==> src/rtl/step_burst_gate.sv <==
// Gates a free-running step pulse train into key-started bursts of a quarter, half or full
// revolution (or continuous), with a one-deep request queue, abort, done pulse and remaining count.
module step_burst_gate #(
   parameter int STEPS_PER_REV = 200,
   parameter int CNT_W         = 10
) (
   input  logic             clk,
   input  logic             rst,
   input  logic             key_n,
   input  logic [1:0]       turn_sel,
   input  logic             full_step,
   input  logic             abort,
   input  logic             step_in,
   output logic             step_out,
   output logic             busy,
   output logic             pending,
   output logic             done,
   output logic [CNT_W-1:0] remaining
);

   typedef enum logic [1:0] {IDLE, RUN, CONT} burstState;

   burstState        stateQ, stateD;
   logic             keyPrev, press, complete, newCont, queuedCont;
   logic [CNT_W-1:0] count, countInc, target, queuedTarget, newTarget;

   function automatic logic [CNT_W-1:0] calcTarget(input logic [1:0] sel, input logic fullStep);
      logic [CNT_W-1:0] base;
      case (sel)
         2'b00:   base = CNT_W'(STEPS_PER_REV / 4);
         2'b01:   base = CNT_W'(STEPS_PER_REV / 2);
         default: base = CNT_W'(STEPS_PER_REV);
      endcase
      return fullStep ? base : base << 1;
   endfunction

   assign press     = ~key_n & keyPrev;
   assign newTarget = calcTarget(turn_sel, full_step);
   assign newCont   = (turn_sel == 2'b11);
   assign countInc  = count + 1'b1;
   assign complete  = (stateQ == RUN) && step_in && (countInc == target);

   // Reset as "held" so a key already down when reset lifts must be released before it can start a burst.
   always_ff @(posedge clk or negedge rst) begin
      if (!rst) keyPrev <= 1'b0;
      else      keyPrev <= key_n;
   end

   // NOTE: sequential state is assigned with <= so every register samples pre-edge values.
   always_ff @(posedge clk or negedge rst) begin
      if (!rst) stateQ <= IDLE;
      else      stateQ <= stateD;
   end

   // NOTE: stateD gets a default before any branch so no latch is inferred.
   always_comb begin
      stateD = stateQ;
      if (abort) begin
         stateD = IDLE;
      end else begin
         case (stateQ)
            IDLE: if (press) stateD = newCont ? CONT : RUN;
            RUN: begin
               if (complete) begin
                  if (pending)    stateD = queuedCont ? CONT : RUN;
                  else if (press) stateD = newCont ? CONT : RUN;
                  else            stateD = IDLE;
               end
            end
            CONT:    if (press) stateD = IDLE;
            default: stateD = IDLE;
         endcase
      end
   end

   always_comb begin
      busy     = (stateQ != IDLE);
      step_out = step_in & busy;
   end

   // Priority: abort, then completion, then press; a press only reaches the queue if not completing.
   always_ff @(posedge clk or negedge rst) begin
      if (!rst) begin
         count        <= '0;
         target       <= '0;
         queuedTarget <= '0;
         queuedCont   <= 1'b0;
         pending      <= 1'b0;
         done         <= 1'b0;
         remaining    <= '0;
      end else begin
         done <= 1'b0;
         if (abort) begin
            done      <= busy;
            pending   <= 1'b0;
            count     <= '0;
            remaining <= '0;
         end else begin
            case (stateQ)
               IDLE: begin
                  if (press) begin
                     count     <= '0;
                     target    <= newTarget;
                     remaining <= newCont ? '0 : newTarget;
                  end
               end
               RUN: begin
                  if (complete) begin
                     done  <= 1'b1;
                     count <= '0;
                     if (pending) begin
                        pending   <= 1'b0;
                        target    <= queuedTarget;
                        remaining <= queuedCont ? '0 : queuedTarget;
                     end else if (press) begin
                        target    <= newTarget;
                        remaining <= newCont ? '0 : newTarget;
                     end else begin
                        remaining <= '0;
                     end
                  end else begin
                     if (step_in) begin
                        count     <= countInc;
                        remaining <= target - countInc;
                     end
                     if (press && !pending) begin
                        pending      <= 1'b1;
                        queuedTarget <= newTarget;
                        queuedCont   <= newCont;
                     end
                  end
               end
               CONT: begin
                  if (press) begin
                     done  <= 1'b1;
                     count <= '0;
                  end else if (step_in) begin
                     count <= countInc;
                  end
               end
               default: ;
            endcase
         end
      end
   end

endmodule
==> config.mk <==
export PLATFORM = sky130hd
export DESIGN_NAME = step_burst_gate
export DESIGN_NICKNAME = d
export VERILOG_FILES = /design/src/rtl/step_burst_gate.sv
export SDC_FILE = /design/constraint.sdc
export NUM_CORES = 1
export LEC_CHECK = 0
export ABC_CLOCK_PERIOD_IN_PS = 4190
export CORE_UTILIZATION = 40
export CTS_BUF_LIST = sky130_fd_sc_hd__clkbuf_4 sky130_fd_sc_hd__clkbuf_8
export DETAILED_ROUTE_END_ITERATION = 8
export SETUP_SLACK_MARGIN = 0.02
export SYNTH_ARGS = -nofsm -noshare
export SYNTH_HDL_FRONTEND = slang
export SYNTH_SLANG_ARGS = --single-unit
==> constraint.sdc <==
create_clock -name clk -period 4.19 [get_ports clk]
set_input_delay 0.6285 -clock clk [delete_from_list [all_inputs] [get_ports clk]]
set_output_delay 0.6285 -clock clk [all_outputs]
set_load 0.01 [all_outputs]
==> results.tsv, run 1 <==
metric	value	unit
Reg-to-Reg End	target[2]	
most frequent cell after synthesis	dfrtp_1	
register bit total from synthesis	44	
Comb pwr share	53.5	%
total wire length	7209	um
R2R depth	12	
vias in the first global route	2364	
unrepaired setup endpoints after global routing	false	
part of the power in registers	33.0	%
Worst-Margin Slew	0.9936	ns
clk buf depth	2	
# IOs	22	
Crit Reg-Reg Startpoint	count[0]	
Leakage	1.313	nW
WP data arrival	3.89	ns
Hold Crit Class	input port to asynchronous set/reset pin	
fin worst setup slack	0.5175	ns
1st-pass router iterations	4	
die width	86.21	um
Fin Clk Skew	0.01516	ns
global-route wire length before repair	12010	um
post-CTS sizing	0	
ANT cells	0	
Clock Sinks	44	
Worst setup endpoint	target[2]	
Initial DRC Count	183	
H-tree levels	2	
Port-buffer cells	21	
worst hold slack	0.4853	ns
crit-path max FO	16	
CTS Root Cell	clkbuf_8	
critical setup path kind	register to register	
sequential-to-total area share from yosys stat	38.82	%
Die Span Y	86.21	um
fill count	698	
Area contributors post-synth	dfrtp_1, ha_1, nand2_1	
Worst setup SP type	register	
antenna violations before repair	0	
fin crit period	3.672	ns
Mean Syn Cell Area	9.005	um2
Syn-to-layout area delta	12.57	%
synth cell count leaders	dfrtp_1, nand2_1, nor2_1	
P_int	1.119	mW
drt wl/cell	16.88	um
Nets	353	
Initial Utilization	41.52	%
ANT nets after route	0	
GPL Wtd Cong	0.8351	
Syn Inst Count	315	
CP required	4.41	ns
All-Layer GR Usage	20.89	%
grt total ovfl	0	
CTS tree	built	
status	complete, no violations	
Clock Latency Late Sink	0.30	ns
Net Switching	817.1	uW
Vias/cell	5.670	
DR WL met2	3364	um
worst vdd ir	0.1789	mV
Worst slew margin	33.76	%
DP HPWL	5490	um
DRC violations left	0	
Num CTS Buffers	5	
Synth cell types	48	
WL met1	3389	um
# rows	30	
largest area contributor in the netlist	dfrtp_1	
CP Launch Point	count[0]	
maxcap violations	0	
Power Total	1.936	mW
die area	0.007432	mm2
Setup WS pre-CTS	0.5276	ns
hold_buf cts	0	
synthesized area	0.002836	mm2
ys async rst share	100.0	%
pin count of the biggest net entering global routing	45	
Total Negative Setup Slacks	0	ns
Switching Fraction	42.20	%
Pwr per Cell Area	606.5	mW/mm2
setup slack on the worst flop-to-flop path	0.52	ns
max frequency	0.2723	GHz
clk slew on worst S/H paths	0.09	ns
met3 WL	343	um
Multi-input gate area	0.001618	mm2
Slew Limit Fails	0	
Post-synth top flop	dfrtp_1	
ratio of cells with drive above 1 in the final layout	6.344	%
Post-CTS Setup Inserts	0	
net count after synthesis	337	
final period utilization	87.65	%
register area	0.001101	mm2
routed via count	2421	
setup violators final	0	
Post-synth EDFFs	0	
core area	0.006832	mm2
Crit. End Element	register	
top routing layer in use	met4	
Syn. warnings	0	
clock network fraction of design power	13.5	%
share of the synthesized area in the top cell type	38.82	%
final hold vios	0	
Core Util, Final	46.74	%
final cells by class:
class	count	area share, %
well taps	96	3.762
clock inverters	1	0.1567
clock buffers	6	2.390
multi-input cells	243	50.67
flip-flops and latches	44	34.48
inverters	14	1.646
repair buffers	23	6.897
layout by cell type (no fill, tap or decap), types with 7 or more instances in the layout:
master,instances
o22ai_1,12
a2bb2oi_1,9
inv_1,14
o21ai_0,14
nand3_1,11
nand2_1,35
nor2_1,22
xor2_1,7
a21oi_1,19
or3_1,7
xnor2_1,7
ha_1,13
clkdlybuf4s50_1,20
dfrtp_1,44
metrics by stage:
stage	area, um2	instances
2_1_floorplan	2836	315
3_3_place_gp	3112	420
3_5_place_dp	3112	420
4_1_cts	3193	427
5_1_grt	3193	427
6_report	3193	427
power groups by stage:
stage / clock network, mW / registers [mW] / logic [mW]
after floorplan: 0 / 0.630 / 0.708
after global placement: 0 / 0.650 / 1.02
after detailed placement: 0 / 0.650 / 1.03
after CTS: 0.275 / 0.641 / 1.03
after global routing: 0.288 / 0.655 / 1.16
final: 0.262 / 0.639 / 1.04
worst min-delay path by stage:
stage,start,end,slack (ns),depth (start not counted)
floorplan,rst,count[0],0.33,0
global placement,remaining[7],remaining[7],0.47,2
detailed placement,remaining[7],remaining[7],0.47,2
CTS,remaining[7],remaining[7],0.49,2
global route,remaining[7],remaining[7],0.52,2
finish,rst,queuedTarget[8],0.49,1
critical path, stage by stage (launching register included):
cell and delay (ns):
dfrtp_1 0.40, ha_1 0.24, nand2_1 0.09, nor2_1 0.22, nand3_1 0.12, xor2_1 0.17
ha_1 0.35, nand3_1 0.08, or3_1 0.42, or3_1 0.62, a21oi_4 0.35, a21boi_4 0.36
a2bb2oi_1 0.19
layer usage:
layer	GRT usage, %	vias to the layer above
met4	5.455	0
met1	29.10	1163
li1	-	1177
met5	0	-
met2	33.33	70
met3	4.000	11
flip-flops by register name, summed over array words and instances, names as in the netlist:
register,flops
remaining,10
pending,1
count,10
target,10
done,1
stateQ,2
keyPrev,1
queuedCont,1
queuedTarget,8
cells by family (layout without fill, tap and decap cells):
logic type / Yosys count / in the layout / synth area share (%)
multiplexers: 9 / 9 / 3.441
XOR/XNOR: 14 / 14 / 4.323
flip-flops: 44 / 44 / 38.82
adder cells (fa/ha/maj): 14 / 14 / 6.440
AO/OA/AOI/OAI: 100 / 100 / 24.79
AND/OR/NAND/NOR: 106 / 106 / 18.04
buffers and inverters: 28 / 44 / 4.146
Power figures use the tool's default switching activity.
==> run 2, diff against run 1 <==
CELL_PAD_IN_SITES_DETAIL_PLACEMENT = 1   (was unset)
CELL_PAD_IN_SITES_GLOBAL_PLACEMENT = 2   (was unset)
CORE_UTILIZATION = 35   (was 40)
PLACE_DENSITY_LB_ADDON = 0.1   (was unset)
==> results.tsv, run 2 (same netlist as run 1, synthesis figures left out) <==
metric	value	unit	change
ratio of cells with drive above 1 in the final layout	7.186	%	was 6.344%
ANT cells	0		unchanged
Net Switching	866.8	uW	was 817.1 uW
CTS Root Cell	clkbuf_8		unchanged
CP required	4.41	ns	about the same
die area	0.008469	mm2	was 0.007432 mm2
Slew Limit Fails	0		unchanged
fin crit period	3.540	ns	was 3.672 ns
most frequent CP cell	or3_1		
# IOs	22		unchanged
R2R depth	10		was 12
worst hold slack	0.4889	ns	was 0.4853 ns
Worst setup endpoint	target[8]		was target[2]
Crit Reg-Reg Startpoint	count[2]		was count[0]
met2 Resource Use GR	32.21	%	was 33.33%
Fin Clk Skew	0.004059	ns	was 0.01516 ns
Reg-to-Reg End	target[8]		was target[2]
final hold vios	0		unchanged
Worst slew margin	32.30	%	was 33.76%
Total Negative Setup Slacks	0	ns	unchanged
critical path cell sequence	and3_1 > nand3_1 > xor2_1 > ha_1 > nand4_1 > or3_1 > or3_1 > a21oi_4 > a21boi_4 > a2bb2oi_1		was ha_1 > nand2_1 > nor2_1 > nand3_1 > xor2_1 > ha_1 > nand3_1 > or3_1 > or3_1 > a21oi_4 > a21boi_4 > a2bb2oi_1
H-tree levels	2		unchanged
drt wl/cell	18.95	um	was 16.88 um
crit-path max cell delay	0.46	ns	was 0.62 ns
Hold Crit Class	input port to asynchronous set/reset pin		unchanged
DP HPWL	6352	um	was 5490 um
clk slew on worst S/H paths	0.09	ns	about the same
CP Launch Point	count[2]		was count[0]
worst vdd ir	0.3133	mV	was 0.1789 mV
Most Crowded Layer GR	met2		unchanged
grt total ovfl	0		unchanged
Port-buffer cells	21		unchanged
core area	0.007767	mm2	was 0.006832 mm2
GPL Wtd Cong	0.8223		was 0.8351
1st-pass router iterations	4		unchanged
All-Layer GR Usage	20.94	%	was 20.89%
unrepaired setup endpoints after global routing	false		unchanged
WP data arrival	3.76	ns	was 3.89 ns
maxcap violations	0		unchanged
part of the power in registers	31.3	%	was 33.0%
Post-CTS Setup Inserts	0		unchanged
biggest regs	count (10), remaining (10), target (10)		unchanged
final period utilization	84.49	%	was 87.65%
clk buf depth	2		unchanged
Leakage	1.331	nW	was 1.313 nW
clock network fraction of design power	16.5	%	was 13.5%
Worst setup SP type	register		unchanged
most frequent cells in the layout	dfrtp_1, nand2_1, nor2_1		unchanged
Crit. End Element	register		unchanged
most common cell after layout, fill and taps aside	dfrtp_1		unchanged
met3 Usage GRT	3.814	%	was 4.000%
routed via count	2392		was 2421
Crit-path slowest cell	dfrtp_1		was or3_1
hold_buf cts	0		unchanged
critical setup path kind	register to register		unchanged
vias in the first global route	2436		was 2364
antenna violations before repair	0		unchanged
Clock Latency Late Sink	0.30	ns	about the same
DRC violations left	0		unchanged
GR Util met1	30.53	%	was 29.10%
CP top delay family	simple AND/OR/NAND/NOR gates		unchanged
P_int	1.183	mW	was 1.119 mW
Clock Sinks	44		unchanged
Pwr per Cell Area	631.5	mW/mm2	was 606.5 mW/mm2
Initial Utilization	36.52	%	was 41.52%
setup slack on the worst flop-to-flop path	0.65	ns	was 0.52 ns
Nets	355		was 353
die width	92.03	um	was 86.21 um
Comb pwr share	52.2	%	was 53.5%
pin count of the biggest net entering global routing	45		unchanged
Initial DRC Count	46		was 183
crit-path max FO	10		was 16
setup violators final	0		unchanged
post-CTS sizing	0		unchanged
Syn-to-layout area delta	14.42	%	was 12.57%
global-route wire length before repair	13520	um	was 12010 um
Die Span Y	92.03	um	was 86.21 um
# rows	32		was 30
max frequency	0.2825	GHz	was 0.2723 GHz
CTS tree	built		unchanged
Switching Fraction	42.29	%	was 42.20%
Vias/cell	5.486		was 5.670
status	complete, no violations		unchanged
number of buffers and inverters on the critical path	0		unchanged
total wire length	8261	um	was 7209 um
Num CTS Buffers	5		unchanged
WP depth	10		was 12
Worst-Margin Slew	1.016	ns	was 0.9936 ns
ANT nets after route	0		unchanged
[run 2: worst min path at each step]
stage                     slack, ns         start            to  depth (start not counted)
after floorplan                0.33           rst      count[0]                          0
after CTS                      0.50  remaining[4]  remaining[4]                          2
after detailed placement       0.48  remaining[4]  remaining[4]                          2
final                          0.49           rst  remaining[2]                          1
after global routing           0.52  remaining[7]  remaining[7]                          2
after global placement         0.47  remaining[4]  remaining[4]                          2
[run 2: final cells by class]
class / instances / area, um2
fill: 923 / 4522
sequential: 44 / 1101
clock inverter: 3 / 42.54
inverter: 14 / 52.55
multi-input combinational: 243 / 1618
clock buffer: 5 / 68.82
timing repair buffer: 25 / 235.2
tap: 102 / 127.6
[run 2: metal layers]
layer	vias to the layer above	part of all wire (%)
li1	1183	-
met1	1169	52
met2	32	44
met3	8	2.5
met4	0	1.1
met5	-	0
[run 2: per-stage QoR]
step | setup WS (ns) | power [mW] | utilization (%) | instances | cell area (um2)
3_5_place_dp | 0.6860 | 1.722 | 40.35 | 428 | 3134
3_3_place_gp | 0.8055 | 1.713 | 40.35 | 428 | 3134
4_1_cts | 0.6694 | 2.068 | 41.78 | 436 | 3246
2_1_floorplan | 1.020 | 1.339 | - | 315 | 2836
5_1_grt | 0.4196 | 2.203 | 41.78 | 436 | 3246
6_report | 0.6499 | 2.050 | 41.78 | 436 | 3246
[run 2: power by group through the flow]
stage | registers (mW) | clock network [mW] | logic, mW
floorplan | 0.630 | 0 | 0.708
global placement | 0.650 | 0 | 1.06
detailed placement | 0.652 | 0 | 1.07
CTS | 0.644 | 0.349 | 1.07
global route | 0.655 | 0.364 | 1.18
finish | 0.642 | 0.338 | 1.07
==> run 3, diff against run 2 <==
ABC_CLOCK_PERIOD_IN_PS = 3600   (was 4190)
clock period = 3.6 ns   (was 4.19 ns; I/O delays follow)
==> results.tsv, run 3 (same netlist as run 1, synthesis figures left out) <==
metric	value	unit	change
status	complete, no violations		unchanged
fin crit period	3.333	ns	was 3.540 ns
routed via count	2438		was 2392
CTS tree	built		unchanged
clk buf depth	2		unchanged
# IOs	22		unchanged
CP Launch Point	count[0]		was count[2]
maxcap violations	0		unchanged
max frequency	0.3001	GHz	was 0.2825 GHz
hold_buf cts	0		unchanged
Power Total	2.416	mW	was 2.050 mW
global-route wire length before repair	13810	um	was 13520 um
drt wl/cell	18.93	um	was 18.95 um
die width	92.03	um	unchanged
Placed Cells	432		was 428
core area	0.007767	mm2	unchanged
worst hold slack	0.4246	ns	was 0.4889 ns
die area	0.008469	mm2	unchanged
Syn-to-layout area delta	16.45	%	was 14.42%
post-route cell area	0.003303	mm2	was 0.003246 mm2
antenna violations before repair	0		unchanged
grt total ovfl	0		unchanged
# rows	32		unchanged
Worst slew margin	29.24	%	was 32.30%
Hold Crit Class	input port to asynchronous set/reset pin		unchanged
WP data arrival	3.54	ns	was 3.76 ns
ANT nets after route	0		unchanged
final hold vios	0		unchanged
final period utilization	92.57	%	was 84.49%
DRC violations left	0		unchanged
setup slack on the worst flop-to-flop path	0.27	ns	was 0.65 ns
Crit. End Element	register		unchanged
area post-placement	0.003164	mm2	was 0.003134 mm2
ratio of cells with drive above 1 in the final layout	10.03	%	was 7.186%
crit-path max FO	10		unchanged
biggest regs	count (10), remaining (10), target (10)		unchanged
Leakage	1.357	nW	was 1.331 nW
worst vdd ir	0.3389	mV	was 0.3133 mV
Worst setup endpoint	target[0]		was target[8]
Clock Sinks	44		unchanged
unrepaired setup endpoints after global routing	true		was false
Reg-to-Reg End	target[0]		was target[8]
final std cells w/o fill	441		was 436
Worst setup SP type	register		unchanged
H-tree levels	2		unchanged
Initial Utilization	36.52	%	unchanged
Clock Latency Late Sink	0.31	ns	was 0.30 ns
Pwr per Cell Area	731.6	mW/mm2	was 631.5 mW/mm2
vias in the first global route	2521		was 2436
DP HPWL	6413	um	was 6352 um
1st-pass router iterations	4		unchanged
clk slew on worst S/H paths	0.10	ns	was 0.09 ns
ANT cells	0		unchanged
All-Layer GR Usage	21.18	%	was 20.94%
Initial DRC Count	66		was 46
GPL Wtd Cong	0.7982		was 0.8223
R2R depth	13		was 10
Die Span Y	92.03	um	unchanged
critical setup path kind	register to register		unchanged
Num CTS Buffers	5		unchanged
CP required	3.81	ns	was 4.41 ns
most common cell after layout, fill and taps aside	dfrtp_1		unchanged
total wire length	8349	um	was 8261 um
Nets	360		was 355
most frequent cells in the layout	dfrtp_1, nand2_1, nor2_1		unchanged
pin count of the biggest net entering global routing	45		unchanged
Fin Clk Skew	0.01638	ns	was 0.004059 ns
CTS Root Cell	clkbuf_8		unchanged
Port-buffer cells	21		unchanged
Slew Limit Fails	0		unchanged
Worst-Margin Slew	1.061	ns	was 1.016 ns
setup violators final	0		unchanged
Vias/cell	5.528		was 5.486
Crit Reg-Reg Startpoint	count[0]		was count[2]
run 3: cell types whose count changed in the layout (fill, tap and decap cells not counted), sizes merged:
cell  previous run  this run
buf              5        10
run 3: final cells by class:
class	instances	area, um2
multi-input combinational	243	1638
inverter	14	52.55
fill	929	4464
clock buffer	5	68.82
clock inverter	3	42.54
sequential	44	1101
tap	102	127.6
timing repair buffer	30	272.8
run 3: worst min path at each step:
stage | cells past startpoint | slack (ns) | end | start
global route | 1 | 0.50 | queuedTarget[2] | rst
CTS | 1 | 0.45 | remaining[4] | rst
global placement | 2 | 0.47 | remaining[4] | remaining[4]
floorplan | 0 | 0.24 | count[0] | rst
detailed placement | 2 | 0.48 | remaining[7] | remaining[7]
finish | 1 | 0.42 | queuedTarget[2] | rst
run 3: what timing repair did:
item / CTS / global route
resized for setup: 0 / 6
setup endpoints to repair: 0 / 34
buffers inserted: 0 / 1
endpoints found under the hold margin: 0 / 0
run 3: per-stage QoR:
stage / worst slack (ns) / setup TNS [ns] / utilization, %
final: 0.2674 / 0 / 42.53
after global routing: -0.001712 / -0.001712 / 42.53
after CTS: 0.05481 / 0 / 42.17
after detailed placement: 0.08315 / 0 / 40.74
after global placement: 0.2458 / 0 / 40.74
after floorplan: 0.4303 / 0 / -
run 3: critical path, stage by stage, from the launching register on:
cell	delay, ns
dfrtp_1	0.40
ha_2	0.23
nand2_1	0.08
nor2_2	0.18
nand3_1	0.12
xor2_1	0.18
ha_1	0.36
nand3_1	0.09
or3_1	0.44
or3_4	0.47
a21oi_4	0.15
a21boi_4	0.35
buf_4	0.17
nor2_1	0.03
run 3: report_power, final:
part	total, mW	switching (mW)	leakage (nW)	internal [mW]
Clock	0.391	0.185	0.0541	0.206
Combinational	1.28	0.727	0.730	0.554
Sequential	0.744	0.111	0.573	0.634
Total	2.42	1.02	1.36	1.39
run 3: routing by layer:
layer | vias to the layer above | wire length [um] | GRT usage [%]
li1 | 1201 | - | -
met1 | 1208 | 4354 | 30.51
met2 | 27 | 3798 | 33.83
met3 | 2 | 155 | 2.902
met4 | 0 | 41 | 4.297
met5 | - | 0 | 0
